[config.mk]
export PLATFORM = sky130hd
export DESIGN_NAME = wb_arbiter
export DESIGN_NICKNAME = d
export VERILOG_FILES = /design/src/rtl/mips_defines_pkg.sv /design/src/rtl/wb_fifo.sv /design/src/rtl/wb_arbiter.sv
export SDC_FILE = /design/constraint.sdc
export NUM_CORES = 1
export LEC_CHECK = 0
export BUFFER_PORTS_ARGS = -buffer_cell sky130_fd_sc_hd__buf_4
export CAP_MARGIN = 25
export CORE_ASPECT_RATIO = 0.7
export CORE_MARGIN = 2
export CORE_UTILIZATION = 54
export CTS_BUF_LIST = sky130_fd_sc_hd__clkbuf_4 sky130_fd_sc_hd__clkbuf_8
export CTS_CLUSTER_DIAMETER = 30
export DETAILED_ROUTE_END_ITERATION = 10
export GPL_ROUTABILITY_DRIVEN = 0
export MAX_ROUTING_LAYER = met4
export PLACE_DENSITY = 0.84
export SYNTH_ARGS = -nofsm -noshare
export SYNTH_HDL_FRONTEND = slang
export SYNTH_SLANG_ARGS = --single-unit
[constraint.sdc]
create_clock -name clock -period 3.4 [get_ports clock]
set_input_delay 0.68 -clock clock [delete_from_list [all_inputs] [get_ports clock]]
set_output_delay 0.68 -clock clock [all_outputs]
set_load 0.02 [all_outputs]
[src/rtl/mips_defines_pkg.sv]
// Shared MIPS defines: regfile geometry and writeback select encoding.
// Used by wb_arbiter and the regfile.
package mips_defines_pkg;

  localparam int unsigned MipsWidth   = 32;
  localparam int unsigned MipsDepth   = 32;
  localparam int unsigned MipsZeroReg = 0;

  typedef enum logic [1:0] {
    SelNone,
    SelAlu,
    SelLoad
  } wb_sel_e;

endpackage

[src/rtl/wb_fifo.sv]
// Load-return queue: QDEPTH-entry FIFO with independent push/pop and occupancy count.
module wb_fifo #(
  parameter int unsigned EW     = 37,
  parameter int unsigned QDEPTH = 2
) (
  input  logic          clock,
  input  logic          reset,
  input  logic          push,
  input  logic          pop,
  input  logic [EW-1:0] din,
  output logic [EW-1:0] head,
  output logic          full,
  output logic          empty
);

  localparam int unsigned PW = (QDEPTH > 1) ? $clog2(QDEPTH) : 1;

  logic [EW-1:0] mem [QDEPTH];
  logic [PW-1:0] wr_ptr_q, rd_ptr_q;
  logic [PW:0]   count_q;
  logic          do_push, do_pop;

  assign full    = (count_q == (PW+1)'(QDEPTH));
  assign empty   = (count_q == '0);
  assign head    = mem[rd_ptr_q];
  assign do_push = push & ~full;
  assign do_pop  = pop & ~empty;

  function automatic logic [PW-1:0] ptr_inc(input logic [PW-1:0] p);
    return (p == PW'(QDEPTH - 1)) ? '0 : p + 1'b1;
  endfunction

  always_ff @(posedge clock) begin
    if (reset) begin
      wr_ptr_q <= '0;
      rd_ptr_q <= '0;
      count_q  <= '0;
    end else begin
      if (do_push) wr_ptr_q <= ptr_inc(wr_ptr_q);
      if (do_pop)  rd_ptr_q <= ptr_inc(rd_ptr_q);
      unique case ({do_push, do_pop})
        2'b10:   count_q <= count_q + 1'b1;
        2'b01:   count_q <= count_q - 1'b1;
        default: count_q <= count_q;
      endcase
    end
  end

  // Storage needs no reset: entries are only visible through the pointers.
  always_ff @(posedge clock) begin
    if (do_push) mem[wr_ptr_q] <= din;
  end

endmodule

[src/rtl/wb_arbiter.sv]
// Regfile writeback arbiter: ALU writes always win, load returns queue behind them,
// and a per-register scoreboard tracks outstanding loads.
module wb_arbiter
  import mips_defines_pkg::*;
#(
  parameter int unsigned WIDTH  = MipsWidth,
  parameter int unsigned DEPTH  = MipsDepth,
  parameter int unsigned QDEPTH = 2,
  localparam int unsigned AW    = $clog2(DEPTH)
) (
  input  logic             clock,
  input  logic             reset,
  input  logic             alu_valid,
  input  logic [AW-1:0]    alu_wa,
  input  logic [WIDTH-1:0] alu_wd,
  input  logic             ld_issue,
  input  logic [AW-1:0]    ld_issue_rd,
  input  logic             ld_valid,
  output logic             ld_ready,
  input  logic [AW-1:0]    ld_wa,
  input  logic [WIDTH-1:0] ld_wd,
  output logic             WE,
  output logic [AW-1:0]    WA,
  output logic [WIDTH-1:0] WD,
  output logic [DEPTH-1:0] busy
);

  localparam logic [AW-1:0] ZeroAddr = AW'(MipsZeroReg);

  logic [AW+WIDTH-1:0] q_head;
  logic                q_full, q_empty, q_push, q_pop;
  logic [AW-1:0]       head_wa;
  logic [WIDTH-1:0]    head_wd;

  wb_sel_e             sel;
  logic [AW-1:0]       sel_wa;
  logic [WIDTH-1:0]    sel_wd;

  logic                we_q;
  logic [AW-1:0]       wa_q;
  logic [WIDTH-1:0]    wd_q;
  logic [DEPTH-1:0]    busy_q, busy_d;

  assign head_wa  = q_head[AW+WIDTH-1:WIDTH];
  assign head_wd  = q_head[WIDTH-1:0];
  assign ld_ready = ~q_full;
  assign q_push   = ld_valid & ld_ready;
  assign q_pop    = (sel == SelLoad);

  wb_fifo #(
    .EW    (AW + WIDTH),
    .QDEPTH(QDEPTH)
  ) u_fifo (
    .clock(clock),
    .reset(reset),
    .push (q_push),
    .pop  (q_pop),
    .din  ({ld_wa, ld_wd}),
    .head (q_head),
    .full (q_full),
    .empty(q_empty)
  );

  always_comb begin
    sel    = SelNone;
    sel_wa = alu_wa;
    sel_wd = alu_wd;
    if (alu_valid)     sel = SelAlu;
    else if (!q_empty) sel = SelLoad;
    unique case (sel)
      SelLoad: begin
        sel_wa = head_wa;
        sel_wd = head_wd;
      end
      default: ;
    endcase
  end

  // Clear on pop first so a same-cycle issue to that register wins.
  always_comb begin
    busy_d = busy_q;
    if (q_pop) busy_d[head_wa] = 1'b0;
    if (ld_issue && ld_issue_rd != ZeroAddr) busy_d[ld_issue_rd] = 1'b1;
    busy_d[0] = 1'b0;
  end

  always_ff @(posedge clock) begin
    if (reset) begin
      we_q   <= 1'b0;
      wa_q   <= '0;
      wd_q   <= '0;
      busy_q <= '0;
    end else begin
      we_q   <= (sel != SelNone) && (sel_wa != ZeroAddr);
      wa_q   <= sel_wa;
      wd_q   <= sel_wd;
      busy_q <= busy_d;
    end
  end

  assign WE   = we_q;
  assign WA   = wa_q;
  assign WD   = wd_q;
  assign busy = busy_q;

endmodule

# [After elaboration in Yosys (flattened, before gate mapping)]
# Memory sizes are Yosys's and may differ from the RTL's. A register that Yosys moved wholly into a read port is not among the register bits.
# Cells that the tools add are included.
[word_totals] out_inout_bits=71 ff_bits=74 mem_count=1 ram_bits=74
[memory_table] name="u_fifo.mem" words=2 word_bits=37 read_ports=1 rd_clocked_by_memory_dff=1 wr=1 line_no="wb_fifo.sv:18" text="logic [EW-1:0] mem [QDEPTH];"
[op_classes] n_eq_ne=4 order_cmp=4 reduce_logical=9 n_mux=17 add_sub_neg=4 bitwise_logic=8
[op_table] cell="32-bit two-way mux" count=3
[op_table] cell="32-bit AND" count=1
[op_table] cell="32-bit inverter" count=1
[op_table] cell="32-bit bitwise OR" count=1
[op_table] cell="5-bit by 6-bit less-than comparator with 1-bit output, second input constant" count=2
[op_table] cell="1-bit demux with 5-bit select" count=2
[op_table] cell="5-bit by 1-bit greater-or-equal comparator with 1-bit output, second input constant" count=2
[op_table] cell="5-bit nonzero test" count=2
[op_table] cell="1-bit two-way mux" count=8
[op_table] cell="2-bit == test, second input constant" count=3
[op_table] cell="5-bit two-way mux" count=1
[op_table] cell="1-bit logical AND" count=4
[op_table] cell="2-bit two-way mux" count=2
[op_table] cell="2-bit case mux with 2 select lines" count=1
[op_table] cell="2-bit nonzero test" count=2
[op_table] cell="1-bit AND" count=3
[op_table] cell="1-bit adder, second input constant" count=2
[op_table] cell="2-bit by 1-bit adder with 2-bit output, second input constant" count=1
[op_table] cell="2-bit by 1-bit == test with 1-bit output, second input constant" count=1
[op_table] cell="2-bit logical NOT" count=1
[op_table] cell="1-bit inverter" count=2
[op_table] cell="2-bit by 1-bit subtractor with 2-bit output, second input constant" count=1

# [Longest topological paths before layout]
# Gate-level depths: netlist of run 1.
[depth] word_depth=9 depth_mapped=7 ltp_nobuf=6

# [Cells and area by module]
# From an unflattened synthesis of run 1, not the netlist that was laid out.
[unflattened] cells_unflattened=470 area_unflattened_um2=5590.4
[modules_own_cells] mod="wb_fifo" cells_each=141 instances=1 area_per_inst_um2=2882.8
[modules_own_cells] mod="wb_arbiter" cells_each=329 instances=1 area_per_inst_um2=2707.6

# [Worst setup path after synthesis of run 1]
# Ideal clock, no wire load.
[synth_timing] path_kind="register -> register" start="register u_fifo.count_q[0]" end="memory u_fifo.mem[0][0] (enable)" path_slack_ns=0.591 setup_ns=0.431 synth_period_minus_slack_ns=2.809 arrival_time_ns=2.377 n_path_buf=0 path_stages_with_launch=4 path_cell_list="dfxtp_1 nand2b_1 nand2_1 nor2_1"
[synth_via] elab_chain_cells=6
[synth_rtl] element="from (decl)" line_no="wb_fifo.sv:20" text="logic [PW:0] count_q;"
[synth_rtl] element="from (signal assigned)" line_no="wb_fifo.sv:42" text="2'b10: count_q <= count_q + 1'b1;"
[synth_rtl] element="from (signal assigned)" line_no="wb_fifo.sv:43" text="2'b01: count_q <= count_q - 1'b1;"
[synth_rtl] element="from (signal assigned)" line_no="wb_fifo.sv:44" text="default: count_q <= count_q;"
[synth_rtl] element="2-bit == test (*)" line_no="wb_fifo.sv:23" text="assign full = (count_q == (PW+1)'(QDEPTH));"
[synth_rtl] element="1-bit inverter (*)" line_no="wb_arbiter.sv:46" text="assign ld_ready = ~q_full;"
[synth_rtl] element="net ld_ready" line_no="wb_arbiter.sv:19" text="output logic ld_ready,"
[synth_rtl] element="1-bit AND" line_no="wb_arbiter.sv:47" text="assign q_push = ld_valid & ld_ready;"
[synth_rtl] element="1-bit AND (*)" line_no="wb_fifo.sv:26" text="assign do_push = push & ~full;"
[synth_rtl] element="1-bit two-way mux (*)" line_no="wb_fifo.sv:51" text="if (do_push) mem[wr_ptr_q] <= din;"
[synth_rtl] element="1-bit two-way mux (implied by the code) (*)" line_no="wb_fifo.sv:51"
[synth_rtl] element="to (decl)" line_no="wb_fifo.sv:18"
# Mark *: on every way through the listed nets, which the timed path passes. The rest lies on a longest branch.

==> results.toml, run 1 <==
[cts]
h-tree-depth = 4
cts_bufs_inserted = 17
cts.repair.resized = 0
worst_skew_pair.late_latency_ns = 0.45
ctsLongestPathBuffers = 2
clkTransAtPathRegs_ns = 0.09
cts_hold_buffers = 0
sinks_on_clock_net = 148
tritoncts_clock_tree = "built"
cts_setup_buffers = 0
clock-root-buffer = "sky130_fd_sc_hd__clkbuf_8"

[synth]
postSynthCellCount = 441
synth_edf_count = 74
syn_area_per_cell_um2 = 12.9
synth_top_cells_by_count = "sky130_fd_sc_hd__dfxtp_1 (74), sky130_fd_sc_hd__edfxtp_1 (74), sky130_fd_sc_hd__nor2_1 (46), sky130_fd_sc_hd__a211oi_1 (38), sky130_fd_sc_hd__mux2i_1 (35)"
synth_largest_type_area_fraction_pct = 39.0
dominantRegCellSynth = "sky130_fd_sc_hd__edfxtp_1"
ys.warnings.count = 0
top_cells_by_area_in_the_synthesized_netlist = "sky130_fd_sc_hd__edfxtp_1 (39%), sky130_fd_sc_hd__dfxtp_1 (26%), sky130_fd_sc_hd__mux2i_1 (6.1%), sky130_fd_sc_hd__a211oi_1 (5.0%), sky130_fd_sc_hd__nor2_1 (3.0%)"
synth.lib_cells_used.distinct = 49
synth-async-reset-ratio_pct = 0
netlist.top_cell.by_area = "sky130_fd_sc_hd__edfxtp_1"
post_synthesis_sequential_element_count = 148
sequential_area_share_after_synthesis_pct = 64.9
synth_nets = 526
synthesis.area_um2 = 5700

[place]
final_hpwl_dp_um = 9290
placed_cell_area_um2 = 6860
buffer_ports.inserted = 153
placed_cells_incl_taps = 703

[hold_path]
hold_path.class = "primary input to flop"

[die]
fp-row-count = 31
die_width_um = 127
floorplan.io_pins = 155
floorplan.initialDensity_pct = 55.3
dieArea_um2 = 11400
die_height_um = 90.0
core_area_um2 = 10300

[power_and_ir_drop]
irDropWorstVdd_v = 0.000446
cellLeakagePower_nw = 2.77
powerDensity_nw_per_um2 = 681

[global_route]
use_met2_pct = 37.4
grtUsageMet1_pct = 30.1
first_global_vias = 3956
grt_first_pass_wirelength_um = 20200
gr-max-usage-layer = "met2"
gr-usage-all-layers_pct = 24.1
grt_met3_use_pct = 7.02
overflow = 0
grt_max_degree = 59
grt_antenna_before_repair = 0

[job]
drv.max_cap_violation_count = 0

[timing]
finalClockSkew_ns = 0.0134
finalSetupTns_ns = 0
worst_hold_slack_ns = 0.404
relative_slew_slack_pct = 39.2
finalSetupViolCount = 0
report.final.slew_viol_count = 0
worst_pin_slew_ns = 0.911
finalCritPeriodShare_pct = 60.7
post_layout_minimum_cycle_time_ns = 2.06
highest_clock_rate_mhz = 484
report.final.hold_viol_count = 0
rsz0062_at_grt = "no"

[route]
iteration_0_drc_markers = 350
viasPerCell = 5.61
postRouteAntennaNets = 0
routed_wire_length_per_instance_um = 18.0
drt_pre_antenna_iters = 5
drc_errors = 0
vias = 4124
routed_wirelength_um = 13200

[finish]
postLayoutCoreUtil_pct = 70.6
layout.cell_area.non_filler_um2 = 7290
flow.area_growth_from_synthesis_pct = 27.7
post_layout_nonfiller_instances = 735
drive_above_1_share_pct = 33.5
insertedDiodeCount = 0
num-nets-final = 675

[setup_path]
critical-path-slowest-cell = "sky130_fd_sc_hd__inv_1"
required_ns = 3.76
cp-end-kind = "flop"
crit_type = "primary input to flop"
maximum_fanout_along_the_worst_path = 52
crit_chain = "buf_4, inv_1, nand3_1, o21ai_0"
maximum_single_stage_delay_on_the_critical_path_ns = 0.69
timing.critical_path.arrival_ns = 2.43
setup.worst_path.start_class = "primary input"

[outcome]
outcome = "finished, final reports clean"
[logic make-up after synthesis]
family          synth area share (%)
flops                           64.9
buf+inv                         4.10
compound gates                  13.9
simple gates                    10.0
other cells                   0.0657
mux                             6.14
fa+ha+maj                      0.219
xor+xnor                       0.614
[per-stage QoR]
stage	total power, W	setup slack [ns]
floorplan	0.00321	0.591
global placement	0.00350	1.09
detailed placement	0.00356	0.961
CTS	0.00498	1.40
global route	0.00518	1.19
finish	0.00496	1.34
[cell usage in the layout (no fill, tap or decap), drive strengths merged, types with 14 or more instances in the layout]
cell type,netlist,final
buf,20,156
edfxtp,74,74
dfxtp,74,74
nor2,46,46
a211oi,38,38
mux2i,35,35
o21ai,21,21
clkbuf,6,18
o211ai,17,17
nand2,15,15
inv,11,14
[path summary, 6_finish.rpt]
kind / slack, ns / end / cells after the start / from
max: 1.34 / busy[23] / 4 / reset
min: 0.40 / u_fifo.mem[0][6] / 1 / ld_wd[6]
max reg2reg: 1.35 / busy[12] / 4 / flop
min reg2reg: 0.49 / busy[19] / 2 / busy[19]
[registers in the layout, summed over array words and instances, names as in the netlist, named ones only]
| signal | count |
|---|---|
| u_fifo.mem | 74 |
| WD | 32 |
| busy | 31 |
| WA | 5 |
| u_fifo.count_q | 2 |
| WE | 1 |
| u_fifo.rd_ptr_q | 1 |
| u_fifo.wr_ptr_q | 1 |
[per-layer routing]
layer	up-vias	part of all wire (%)
met5	-	0
met4	0	2.0
met3	27	6.0
met2	170	50
met1	1962	42
li1	1965	-
[area by class of cell]
cell class,count,area [µm²]
Sequential cell,148,3700
Fill cell,699,3030
Multi-Input combinational cell,256,1780
Timing Repair Buffer,156,1170
Clock buffer,18,241
Clock inverter,14,180
Tap cell,132,165
Inverter,11,41.3
[where the power goes]
group	internal (W)	leakage, nW	switching [W]
combinational	0.000485	1.26	0.000697
sequential	0.00217	1.30	0.000175
clock	0.000743	0.201	0.000693
total	0.00340	2.77	0.00156
[critical path: cells and delay by family]
kind	cells	cell delay, ns
AOI/OAI and AO/OA	1	0.30
and+or+nand+nor	1	0.47
buffers and inverters	2	0.98
Power figures use the tool's default switching activity.
==> inputs of run 2 (changes only) <==
- clock period: 3.4 -> 2.1 ns (I/O delays scaled with it)
==> results.toml, run 2 (synthesis results as in run 1) <==
[die]
die_height_um = 90.0
dieArea_um2 = 11400
core_area_um2 = 10300
floorplan.io_pins = 155
floorplan.initialDensity_pct = 55.3
fp-row-count = 31
die_width_um = 127

[setup_path]
setup.reg_to_reg.worst_slack_ns = 0.35
r2r.worst_path.cells = 3
critical_path_cell_count = 3
timing.critical_path.max_delay_family = "flip-flops"
maximum_single_stage_delay_on_the_critical_path_ns = 0.61
worst-path-buf-inv = 1
crit_chain = "buf_4, mux2i_1, a211oi_1"
capture_point_of_the_worst_reg_to_reg_path = "WD[12]"
cp-endpoint = "WD[12]"
cp-end-kind = "flop"
critical-path-slowest-cell = "sky130_fd_sc_hd__dfxtp_2"
timing.critical_path.arrival_ns = 2.10
crit_type = "flop to flop"
required_ns = 2.44
maximum_fanout_along_the_worst_path = 32
setup.worst_path.start_class = "flop"

[finish]
drive_above_1_share_pct = 33.8
insertedDiodeCount = 0
layout.cells.most_common = "sky130_fd_sc_hd__buf_4"
flow.area_growth_from_synthesis_pct = 29.0
postLayoutCoreUtil_pct = 71.3
fillerInstances = 701
post_layout_nonfiller_instances = 739
largest_register = "u_fifo.mem"
largest_reg_flops = 74
num-nets-final = 679
final_cell_mix = "sky130_fd_sc_hd__buf_4 (158), sky130_fd_sc_hd__edfxtp_1 (74), sky130_fd_sc_hd__dfxtp_1 (73)"

[route]
viasPerCell = 5.56
routed_wire_length_per_instance_um = 18.0
vias = 4107
drc_errors = 0
drt_pre_antenna_iters = 5
postRouteAntennaNets = 0
iteration_0_drc_markers = 357
routed_wirelength_um = 13300

[cts]
clkTransAtPathRegs_ns = 0.09
ctsLongestPathBuffers = 2
tritoncts_clock_tree = "built"
cts_bufs_inserted = 17
cts.repair.resized = 0
cts_setup_buffers = 0
sinks_on_clock_net = 148
worst_skew_pair.late_latency_ns = 0.44
cts_hold_buffers = 0
h-tree-depth = 4
clock-root-buffer = "sky130_fd_sc_hd__clkbuf_8"

[global_route]
overflow = 0
grt_max_degree = 51
grt_antenna_before_repair = 0
gr-usage-all-layers_pct = 24.1
first_global_vias = 4020
grt_first_pass_wirelength_um = 20400

[timing]
finalSetupViolCount = 0
highest_clock_rate_mhz = 570
finalCritPeriodShare_pct = 83.5
worst_pin_slew_ns = 0.640
relative_slew_slack_pct = 57.2
post_layout_minimum_cycle_time_ns = 1.75
finalSetupTns_ns = 0
finalClockSkew_ns = 0.0121
rsz0062_at_grt = "no"
report.final.hold_viol_count = 0
report.final.slew_viol_count = 0

[power_and_ir_drop]
cellLeakagePower_nw = 2.82
powerDensity_nw_per_um2 = 1110
irDropWorstVdd_v = 0.000775

[place]
final_hpwl_dp_um = 9430
placed_cells_incl_taps = 707
buffer_ports.inserted = 153

[job]
drv.max_cap_violation_count = 0

[outcome]
outcome = "finished, final reports clean"

[hold_path]
hold_path.class = "primary input to flop"
==> run 2: cell types whose count changed in the layout (fill, tap and decap cells not counted), sizes merged <==
cell | previous run | this run
bufinv | 3 | 4
clkinv | 4 | 3
clkinvlp | 4 | 1
buf | 156 | 160
inv | 14 | 17
==> run 2: how the worst min path moves through the flow <==
stage / startpoint / cells after the start / end
3_3_place_gp: busy[7] / 2 / busy[7]
4_1_cts: ld_wd[22] / 1 / u_fifo.mem[0][22]
3_5_place_dp: busy[19] / 2 / busy[19]
2_1_floorplan: u_fifo.rd_ptr_q / 2 / flop
5_1_grt: ld_wd[18] / 1 / u_fifo.mem[1][18]
6_report: ld_wd[22] / 1 / u_fifo.mem[1][22]
==> run 2: area by class of cell <==
cell class,count,area [µm²],area share (%)
multi-input combinational,256,1780,24.2
sequential,148,3700,50.3
tap,132,165,2.24
timing repair buffer,160,1230,16.7
clock buffer,18,241,3.28
clock inverter,14,200,2.72
inverter,11,41.3,0.561
==> run 2: routing by layer <==
| metal | share of wire, % | track usage, % |
|---|---|---|
| met1 | 42 | 29.7 |
| met2 | 50 | 38.8 |
| met3 | 6.5 | 6.73 |
| met4 | 1.0 | 8.06 |
| met5 | 0 | - |
==> run 2: where the power goes <==
part | internal (W) | total (W) | switching, W
Combinational | 0.000824 | 0.00202 | 0.00119
Clock | 0.00133 | 0.00244 | 0.00111
Sequential | 0.00351 | 0.00374 | 0.000237
==> run 2: stage by stage <==
| step | instance area (µm²) | total power [W] | setup slack [ns] | hold WS, ns |
|---|---|---|---|---|
| after floorplan | 5710 | 0.00520 | 0.0486 | 0.481 |
| after global placement | 6920 | 0.00572 | 0.385 | 0.463 |
| after detailed placement | 6920 | 0.00581 | 0.330 | 0.471 |
| after CTS | 7360 | 0.00824 | 0.350 | 0.129 |
| after global routing | 7360 | 0.00857 | 0.225 | 0.124 |
| final | 7360 | 0.00820 | 0.347 | 0.158 |
